`src/rtl/riscv_irq_pkg.sv`:
```
// Shared constants and types for the RISC-V machine-mode interrupt controller.
package riscv_irq_pkg;

    // mcause exception codes (interrupt bit is added by the core)
    localparam logic [4:0] CAUSE_MSI        = 5'd3;
    localparam logic [4:0] CAUSE_MTI        = 5'd7;
    localparam logic [4:0] CAUSE_MEI        = 5'd11;
    localparam logic [4:0] CAUSE_LOCAL_BASE = 5'd16;

    // bit positions inside mip/mie; local i sits at 3+i
    localparam int BIT_MSI = 0;
    localparam int BIT_MTI = 1;
    localparam int BIT_MEI = 2;

    typedef enum logic [1:0] {
        ST_IDLE = 2'd0,
        ST_REQ  = 2'd1,
        ST_BUSY = 2'd2
    } irq_state_e;

endpackage

```
`src/rtl/riscv_irq_ctrl_if.sv`:
```
// Core-side handshake of the interrupt controller: request/cause out, ack/mret in.
interface riscv_irq_ctrl_if;
    logic       irq_req_o;
    logic [4:0] irq_cause_o;
    logic       irq_ack_i;
    logic       mret_i;

    // controller side
    modport master (output irq_req_o, irq_cause_o, input irq_ack_i, mret_i);
    // core side
    modport slave  (input irq_req_o, irq_cause_o, output irq_ack_i, mret_i);
endinterface

```
`src/rtl/riscv_irq_sync.sv`:
```
// W-bit two-flop synchroniser for asynchronous interrupt sources.
module riscv_irq_sync #(
    parameter int W = 1
) (
    input  logic         clk_i,
    input  logic         rst_ni,
    input  logic [W-1:0] d_i,
    output logic [W-1:0] q_o
);
    logic [W-1:0] ff1_q, ff2_q;

    // two back-to-back flops, cleared by reset
    always_ff @(posedge clk_i or negedge rst_ni) begin
        if (!rst_ni) begin
            ff1_q <= '0;
            ff2_q <= '0;
        end else begin
            ff1_q <= d_i;
            ff2_q <= ff1_q;
        end
    end

    assign q_o = ff2_q;
endmodule

```
`src/rtl/riscv_irq_ctrl.sv`:
```
// Machine-mode interrupt controller: pending register, fixed priority,
// IDLE/REQ/BUSY handshake with the core (no nesting).
// Define RISCV_IRQ_SYNC_EN to put a 2-flop synchroniser on every source.
module riscv_irq_ctrl
    import riscv_irq_pkg::*;
#(
    parameter int                   NUM_LOCAL  = 8,
    parameter logic [NUM_LOCAL-1:0] LOCAL_EDGE = '0,
    localparam int                  NW         = 3 + NUM_LOCAL
) (
    input  logic                 clk_i,
    input  logic                 rst_ni,
    input  logic                 gie_i,
    input  logic [NW-1:0]        mie_i,
    input  logic                 sw_irq_i,
    input  logic                 timer_irq_i,
    input  logic                 ext_irq_i,
    input  logic [NUM_LOCAL-1:0] l_irq_i,
    output logic [NW-1:0]        mip_o,
    riscv_irq_ctrl_if.master     core
);
    localparam logic [NW-1:0] EDGE_MASK = {LOCAL_EDGE, 3'b000};

    logic [NW-1:0] src_raw, src_s;
    logic [NW-1:0] prev_q, mip_q, mip_d, edge_set, ack_clr;
    irq_state_e    state_q, state_d;
    logic [4:0]    idx_q, idx_d, cause_q, cause_d;
    logic [5:0]    pick;

    assign src_raw = {l_irq_i, ext_irq_i, timer_irq_i, sw_irq_i};

`ifdef RISCV_IRQ_SYNC_EN
    riscv_irq_sync #(.W(NW)) u_sync (
        .clk_i  (clk_i),
        .rst_ni (rst_ni),
        .d_i    (src_raw),
        .q_o    (src_s)
    );
`else
    assign src_s = src_raw;
`endif

    // {valid, index}: later assignments override, so the last one is highest priority
    function automatic logic [5:0] prio_pick(input logic [NW-1:0] v);
        logic [5:0] r;
        r = '0;
        if (v[BIT_MTI]) r = {1'b1, 5'(BIT_MTI)};
        if (v[BIT_MSI]) r = {1'b1, 5'(BIT_MSI)};
        if (v[BIT_MEI]) r = {1'b1, 5'(BIT_MEI)};
        for (int i = 0; i < NUM_LOCAL; i++)
            if (v[3+i]) r = {1'b1, 5'(3 + i)};
        return r;
    endfunction

    function automatic logic [4:0] idx2cause(input logic [4:0] idx);
        if (idx == 5'(BIT_MSI))      return CAUSE_MSI;
        else if (idx == 5'(BIT_MTI)) return CAUSE_MTI;
        else if (idx == 5'(BIT_MEI)) return CAUSE_MEI;
        else                         return CAUSE_LOCAL_BASE + idx - 5'd3;
    endfunction

    // pending vector: level bits follow the input, edge bits latch until acked (set wins)
    always_comb begin
        ack_clr  = '0;
        if (state_q == ST_REQ && core.irq_ack_i) ack_clr = NW'(1) << idx_q;
        edge_set = src_s & ~prev_q;
        mip_d    = (~EDGE_MASK & src_s) |
                   (EDGE_MASK & (edge_set | (mip_q & ~ack_clr)));
    end

    // next state and request latching
    always_comb begin
        state_d = state_q;
        idx_d   = idx_q;
        cause_d = cause_q;
        pick    = prio_pick(mie_i & mip_q);
        case (state_q)
            ST_IDLE: if (gie_i && pick[5]) begin
                state_d = ST_REQ;
                idx_d   = pick[4:0];
                cause_d = idx2cause(pick[4:0]);
            end
            ST_REQ:  if (core.irq_ack_i) state_d = ST_BUSY;
            ST_BUSY: if (core.mret_i)    state_d = ST_IDLE;
            default: state_d = ST_IDLE;
        endcase
    end

    // state, pending and edge-history registers
    always_ff @(posedge clk_i or negedge rst_ni) begin
        if (!rst_ni) begin
            state_q <= ST_IDLE;
            idx_q   <= '0;
            cause_q <= '0;
            mip_q   <= '0;
            prev_q  <= '0;
        end else begin
            state_q <= state_d;
            idx_q   <= idx_d;
            cause_q <= cause_d;
            mip_q   <= mip_d;
            prev_q  <= src_s;
        end
    end

    assign mip_o            = mip_q;
    assign core.irq_req_o   = (state_q == ST_REQ);
    assign core.irq_cause_o = cause_q;
endmodule

```
`src/flat_wrapper.sv`:
```
// flat-port wrapper written by rule: the top's interface ports become plain ports
module riscv_irq_ctrl_flat import riscv_irq_pkg::*;
#(
    parameter int                   NUM_LOCAL  = 8,
    parameter logic [NUM_LOCAL-1:0] LOCAL_EDGE = '0,
    localparam int                  NW         = 3 + NUM_LOCAL
)
  (clk_i, rst_ni, gie_i, mie_i, sw_irq_i, timer_irq_i, ext_irq_i, l_irq_i, mip_o, core_irq_req_o, core_irq_cause_o, core_irq_ack_i, core_mret_i);
  riscv_irq_ctrl_if core_i ();
  input  logic clk_i;
  input  logic rst_ni;
  input  logic gie_i;
  input  logic [NW-1:0] mie_i;
  input  logic sw_irq_i;
  input  logic timer_irq_i;
  input  logic ext_irq_i;
  input  logic [NUM_LOCAL-1:0] l_irq_i;
  output logic [NW-1:0] mip_o;
  output wire logic [$bits(core_i.irq_req_o)-1:0] core_irq_req_o;
  output wire logic [$bits(core_i.irq_cause_o)-1:0] core_irq_cause_o;
  input wire logic [$bits(core_i.irq_ack_i)-1:0] core_irq_ack_i;
  input wire logic [$bits(core_i.mret_i)-1:0] core_mret_i;
  assign core_irq_req_o = core_i.irq_req_o;
  assign core_irq_cause_o = core_i.irq_cause_o;
  assign core_i.irq_ack_i = core_irq_ack_i;
  assign core_i.mret_i = core_mret_i;
  riscv_irq_ctrl #(.NUM_LOCAL(NUM_LOCAL), .LOCAL_EDGE(LOCAL_EDGE)) u_core (.clk_i(clk_i), .rst_ni(rst_ni), .gie_i(gie_i), .mie_i(mie_i), .sw_irq_i(sw_irq_i), .timer_irq_i(timer_irq_i), .ext_irq_i(ext_irq_i), .l_irq_i(l_irq_i), .mip_o(mip_o), .core(core_i));
endmodule
```
`config.mk`:
```
export PLATFORM = sky130hd
export DESIGN_NAME = riscv_irq_ctrl_flat
export DESIGN_NICKNAME = d
export VERILOG_FILES = /design/src/rtl/riscv_irq_pkg.sv /design/src/rtl/riscv_irq_ctrl_if.sv /design/src/rtl/riscv_irq_sync.sv /design/src/rtl/riscv_irq_ctrl.sv /design/src/flat_wrapper.sv
export SDC_FILE = /design/constraint.sdc
export NUM_CORES = 1
export LEC_CHECK = 0
export ABC_AREA = 1
export CAP_MARGIN = 5
export CORE_MARGIN = 4
export CORE_UTILIZATION = 25
export CTS_CLUSTER_SIZE = 12
export DETAILED_ROUTE_END_ITERATION = 10
export GPL_TIMING_DRIVEN = 1
export HOLD_SLACK_MARGIN = 0.12
export PLACE_DENSITY = 0.65
export SKIP_LAST_GASP = 1
export SLEW_MARGIN = 20
export SYNTH_ARGS = -nofsm -noshare
export SYNTH_HDL_FRONTEND = slang
export SYNTH_SLANG_ARGS = --single-unit
```
`constraint.sdc`:
```
create_clock -name clk_i -period 2.7 [get_ports clk_i]
set_input_delay 0.81 -clock clk_i [delete_from_list [all_inputs] [get_ports clk_i]]
set_output_delay 0.81 -clock clk_i [all_outputs]
set_load 0.005 [all_outputs]
```
## Word-level counts from Yosys, hierarchy flattened

Index checks and enable logic that the tools add are counted.
Widths: inputs -> output; s select.

| operators by class | value |
|---|---|
| equality and inequality tests | 7 |
| reductions and logical operators | 5 |
| muxes and demuxes | 18 |
| add/subtract/negate cells | 2 |
| bitwise operators | 1 |

Operator list:

| kind | count |
|---|---|
| $mux 6 | 11 |
| $mux 5 | 3 |
| $and 11x11->11 | 1 |
| $mux 2 | 3 |
| $pmux 2 s3 | 1 |
| $add 5x5->5 const A | 1 |
| $eq 5x1->1 const B | 1 |
| $eq 5x2->1 const B | 1 |
| $logic_not 5->1 | 1 |
| $sub 5x2->5 const B | 1 |
| $ne 2x1->1 const B | 2 |
| $reduce_and 3->1 | 1 |
| $eq 2x1->1 const B | 1 |
| $eq 2x2->1 const B | 1 |
| $logic_not 2->1 | 1 |
| $ne 2x2->1 const B | 1 |
| $reduce_and 2->1 | 1 |
| $logic_and 1x1->1 | 1 |

| storage, ports and cells | value |
|---|---|
| flip-flop bits (word level) | 18 |
| output and inout bits | 17 |
| bits of input ports | 27 |
| logic and storage cells | 36 |

## Logic depth before layout (Yosys ltp)

| depth | value |
|---|---|
| depth in word-level cells | 17 |
| mapped depth | 19 |

## Worst setup path after synthesis

Ideal clock, no wire load.

| timing path | value |
|---|---|
| path kind | input to register |
| from | input mie_i[4] |
| to | register u_core.cause_q[0], in the netlist u_core.core.irq_cause_o[0] |
| setup slack | 0.518 ns |
| arrival time | 2.066 ns |
| stages | 14 |
| buffers on the path | 0 |
| path through | nand2_1 > nand2_1 > inv_1 > a21oi_1 > or2_2 > nand2_1 > inv_1 > ha_1 > inv_1 > nor2_2 > nor2_4 > nand3_2 > nor2_1 > nor2_1 |

| on the way | value |
|---|---|
| cells in the longest elaborated chain, start to end | 13 |

Ends and longest elaborated chain:

| what | RTL line | source |
|---|---|---|
| start, declared | flat_wrapper.sv:13 | `input logic [NW-1:0] mie_i;` |
| $and 11x11->11 * | riscv_irq_ctrl.sv:76 | `pick = prio_pick(mie_i & mip_q);` |
| $mux 6 * (7 in a row) | riscv_irq_ctrl.sv:51 | `if (v[3+i]) r = {1'b1, 5'(3 + i)};` |
| $add 5x5->5 | riscv_irq_ctrl.sv:59 | `else return CAUSE_LOCAL_BASE + idx - 5'd3;` |
| $sub 5x2->5 | riscv_irq_ctrl.sv:59 |  |
| $mux 5 | riscv_irq_ctrl.sv:58 | `else if (idx == 5'(BIT_MEI)) return CAUSE_MEI;` |
| $mux 5 | riscv_irq_ctrl.sv:57 | `else if (idx == 5'(BIT_MTI)) return CAUSE_MTI;` |
| $mux 5 | riscv_irq_ctrl.sv:56 | `if (idx == 5'(BIT_MSI)) return CAUSE_MSI;` |
| end signal, assigned | riscv_irq_ctrl.sv:100 | `cause_q <= cause_d;` |
| end, declared | riscv_irq_ctrl.sv:27 | `logic [4:0] idx_q, idx_d, cause_q, cause_d;` |

Every way passes the cells marked *; elsewhere a longest branch is shown, timed or not.
A chain may end at the register's enable or synchronous reset.

## Worst setup path in the final report

| timing path | value |
|---|---|
| from | input mie_i[2] |
| to | register u_core.cause_q[2], in the netlist u_core.core.irq_cause_o[2] |

| on the way | value |
|---|---|
| cells in the longest elaborated chain, start to end | 15 |

Ends and longest elaborated chain:

| what | RTL line | source |
|---|---|---|
| $and 11x11->11 * | riscv_irq_ctrl.sv:76 |  |
| $mux 6 * | riscv_irq_ctrl.sv:49 | `if (v[BIT_MEI]) r = {1'b1, 5'(BIT_MEI)};` |
| $mux 6 * (8 in a row) | riscv_irq_ctrl.sv:51 |  |
| $add 5x5->5 | riscv_irq_ctrl.sv:59 |  |
| $sub 5x2->5 | riscv_irq_ctrl.sv:59 |  |
| $mux 5 | riscv_irq_ctrl.sv:58 |  |
| $mux 5 | riscv_irq_ctrl.sv:57 |  |
| $mux 5 | riscv_irq_ctrl.sv:56 |  |

Marks and branches as above.

==> summary.txt <==
Outcome
  – Status: completed

STA
  – Fmax: between 400 and 500 MHz
  – Final Setup Violations: 0
  – RSZ-0062 raised after global routing: no
  – Final hold viol count: 0
  – Final worst-path cycle share: between 80% and 90%
  – Tmin final: between 2 and 2.5 ns
  – Worst-Margin Slew: around 0.23 ns
  – Setup TNS: 0 ns
  – Max_slew headroom: a little over four fifths
  – Max Clock Skew: about 0.0090 ns
  – Final slew viol count: 0

Setup path
  – Worst-path fanout max: 4
  – Startpoint types: input port
  – Worst R2R End: u_core.core.irq_cause_o[2]
  – WS Path Type: input port to register
  – Crit Reg-Reg Startpoint: u_core.mip_o[1]
  – Register-to-Register Path Depth: 17
  – Reg2Reg Setup Slack: about 0.84 ns
  – Worst Setup End Kind: register
  – Data required time of the worst path: 2.90 ns
  – Crit path arrival time: around 2.6 ns

Clock tree
  – Post_cts resized: 0
  – Post-CTS setup buffer count: 0
  – Clock root buffer: clkbuf_4
  – Clock transition at path regs: ~0.11 ns
  – Worst-Skew Late Latency: approximately 0.30 ns
  – CTS H-tree depth: 1
  – Clock Path Buffers: 2
  – TritonCTS Buffers: 3
  – Clock sinks: 18
  – Hold Buf Count CTS: 0
  – Clock tree from TritonCTS: built

Drt
  – Final ANT Viol Nets: 0
  – Met2 Routed Length: about 1100 um
  – DR DRC count: 0
  – DR WL/cell: 10.37 um
  – Wl on met1: between 800 and 900 um
  – Highest routed metal layer: met4
  – Drt first pass iters: 4
  – Violation count after the first detailed-route iteration: 18
  – Metal3 WL: around 130 um
  – Vias: ~780
  – Vias per cell: a little under 4
  – Final wirelength: 2042 um

Synth
  – Yosys synthesis warning count: 0
  – Share of the synthesized area in the top cell type: roughly 50%
  – #FFs+latches synth: 18
  – Mapped Area: roughly 900 sq um
  – Register area share after synthesis: about half
  – Mapped Avg Cell Area: 8.870 sq um
  – Area leader, netlist: dfrtp_1
  – Synth top area cells: dfrtp_1, nand2_1, ha_1
  – Cell count after synthesis: 101
  – Netlist cell types: 21
  – Syn_nets: between 100 and 150

Placed design
  – PortBufs: 43
  – Post-detail-place hpwl: around 1800 um
  – Placed cell areas: approximately 1400 sq um
  – GP Congestion: around 0.73

Global routing
  – Grt ovf: 0
  – Vias in the first global route: between 800 and 900
  – Global-route wire length before repair: roughly 3500 um
  – GRT Overall Usage: about a tenth
  – Largest net degree at the start of global routing: 19
  – Initial antenna violation count: 0

Layout
  – Layout fillers: 332
  – Most frequent cells in the layout: clkdlybuf4s50_1, nand2_1, dfrtp_1, inv_1, nor2_1
  – Design area: 1443 sq um
  – Nets: ~180
  – Commonest non-fill, non-tap cell in the layout: clkdlybuf4s50_1
  – Share of layout cells above drive strength 1: between 10% and 20%
  – Area growth syn-to-layout: 61.03%
  – Antenna diodes: 0

Die
  – Die area: roughly 4600 sq um
  – IO Pins: 44
  – Core ar.: 3390 sq um
  – Die height: approximately 68 um
  – Die W: just under 70 um
  – Row cnt: 21
  – Initial cell density of the core: 26.43%

Hold path
  – Hold WC Path Type: register to register
  – Hold Path Depth: 2
  – Worst Hold Path EP: u_core.core.irq_cause_o[3]
  – Beginning of the worst hold path: u_core.core.irq_cause_o[3]

Pwr
  – Lkg Pwr: slightly above 0.7 nW
  – Pwr dens: slightly below 600 nW/um^2
  – Worst VDD drop: ~280 uV
  – Total Power: around 0.86 mW

Run
  – Max-cap violations: 0
## flip-flops by register name, indices dropped and copies added (netlist names)
| register | count |
|---|---|
| u_core.core.irq_cause_o | 5 |
| u_core.mip_o | 11 |
| u_core.state_q | 2 |
## worst max path at each step
stage,to,depth (start not counted),from
finish,u_core.core.irq_cause_o[2],17,mie_i[2]
global route,u_core.core.irq_cause_o[2],17,mie_i[2]
CTS,u_core.core.irq_cause_o[2],17,mie_i[2]
detailed placement,u_core.core.irq_cause_o[2],17,mie_i[2]
global placement,u_core.core.irq_cause_o[2],17,mie_i[0]
floorplan,u_core.core.irq_cause_o[0],14,mie_i[4]
## critical path, stage by stage
cell and delay, ns:
clkdlybuf4s50_1 0.47, nand2_1 0.06, nand3_1 0.08, nand2_1 0.05
nand2_1 0.05, nand2_1 0.05, nand2_1 0.05, nand2_1 0.04
nand2_1 0.05, nand2_1 0.06, nand2_1 0.13, inv_1 0.08
ha_1 0.20, xor2_1 0.16, nand2_1 0.05, nand2_1 0.04
a22o_1 0.17
## logic make-up (layout without fill, tap and decap cells)
kind of cell / after synthesis / count (layout) / synth area share [%]
and+or+nand+nor: 60 / 60 / 34.22
AOI/OAI and AO/OA: 5 / 5 / 3.492
DFF: 18 / 18 / 50.28
adders and majority gates: 4 / 4 / 5.587
buffers and inverters: 13 / 63 / 5.446
xor gates and xnor gates: 1 / 1 / 0.9778
## metal layers
metal | vias up | global-route usage [%]
met5 | - | 0
met4 | 0 | 2.978
met3 | 2 | 3.941
met2 | 21 | 17.62
met1 | 350 | 11.37
li1 | 406 | -
## area by class of cell
class / instances / area [sq um] / area share (%)
clock buffers: 4 / 36.28 / 2.515
well taps: 46 / 57.56 / 3.990
repair buffers: 46 / 452.9 / 31.40
inverters: 13 / 48.80 / 3.382
flip-flops and latches: 18 / 450.4 / 31.22
multi-input cells: 70 / 396.6 / 27.49
## synthesized netlist by cell type (all sizes together)
library cell / number
nor2: 12
nand3: 5
dfrtp: 18
ha: 4
nand2: 41
o21a: 1
or2: 1
xor2: 1
a21oi: 2
nor3: 1
a22o: 1
o21ai: 1
inv: 13
## per-stage QoR
| stage | hold slack (ns) | instances | utilization, % | setup WS (ns) |
|---|---|---|---|---|
| floorplan | 0.4724 | 101 | - | 0.5178 |
| finish | 0.5021 | 197 | 42.56 | 0.2836 |
| detailed placement | 0.4863 | 193 | 41.49 | -0.04519 |
| CTS | 0.5141 | 197 | 42.56 | 0.2794 |
| global route | 0.5385 | 197 | 42.56 | 0.09119 |
| global placement | 0.4739 | 193 | 41.49 | -0.03374 |
## power breakdown
group | total (mW) | switching, mW | internal (mW)
registers | 0.357 | 0.0293 | 0.328
clock network | 0.167 | 0.0852 | 0.0822
logic | 0.333 | 0.142 | 0.192
total | 0.857 | 0.256 | 0.601
Note: power is estimated with default switching activity, not from simulation.
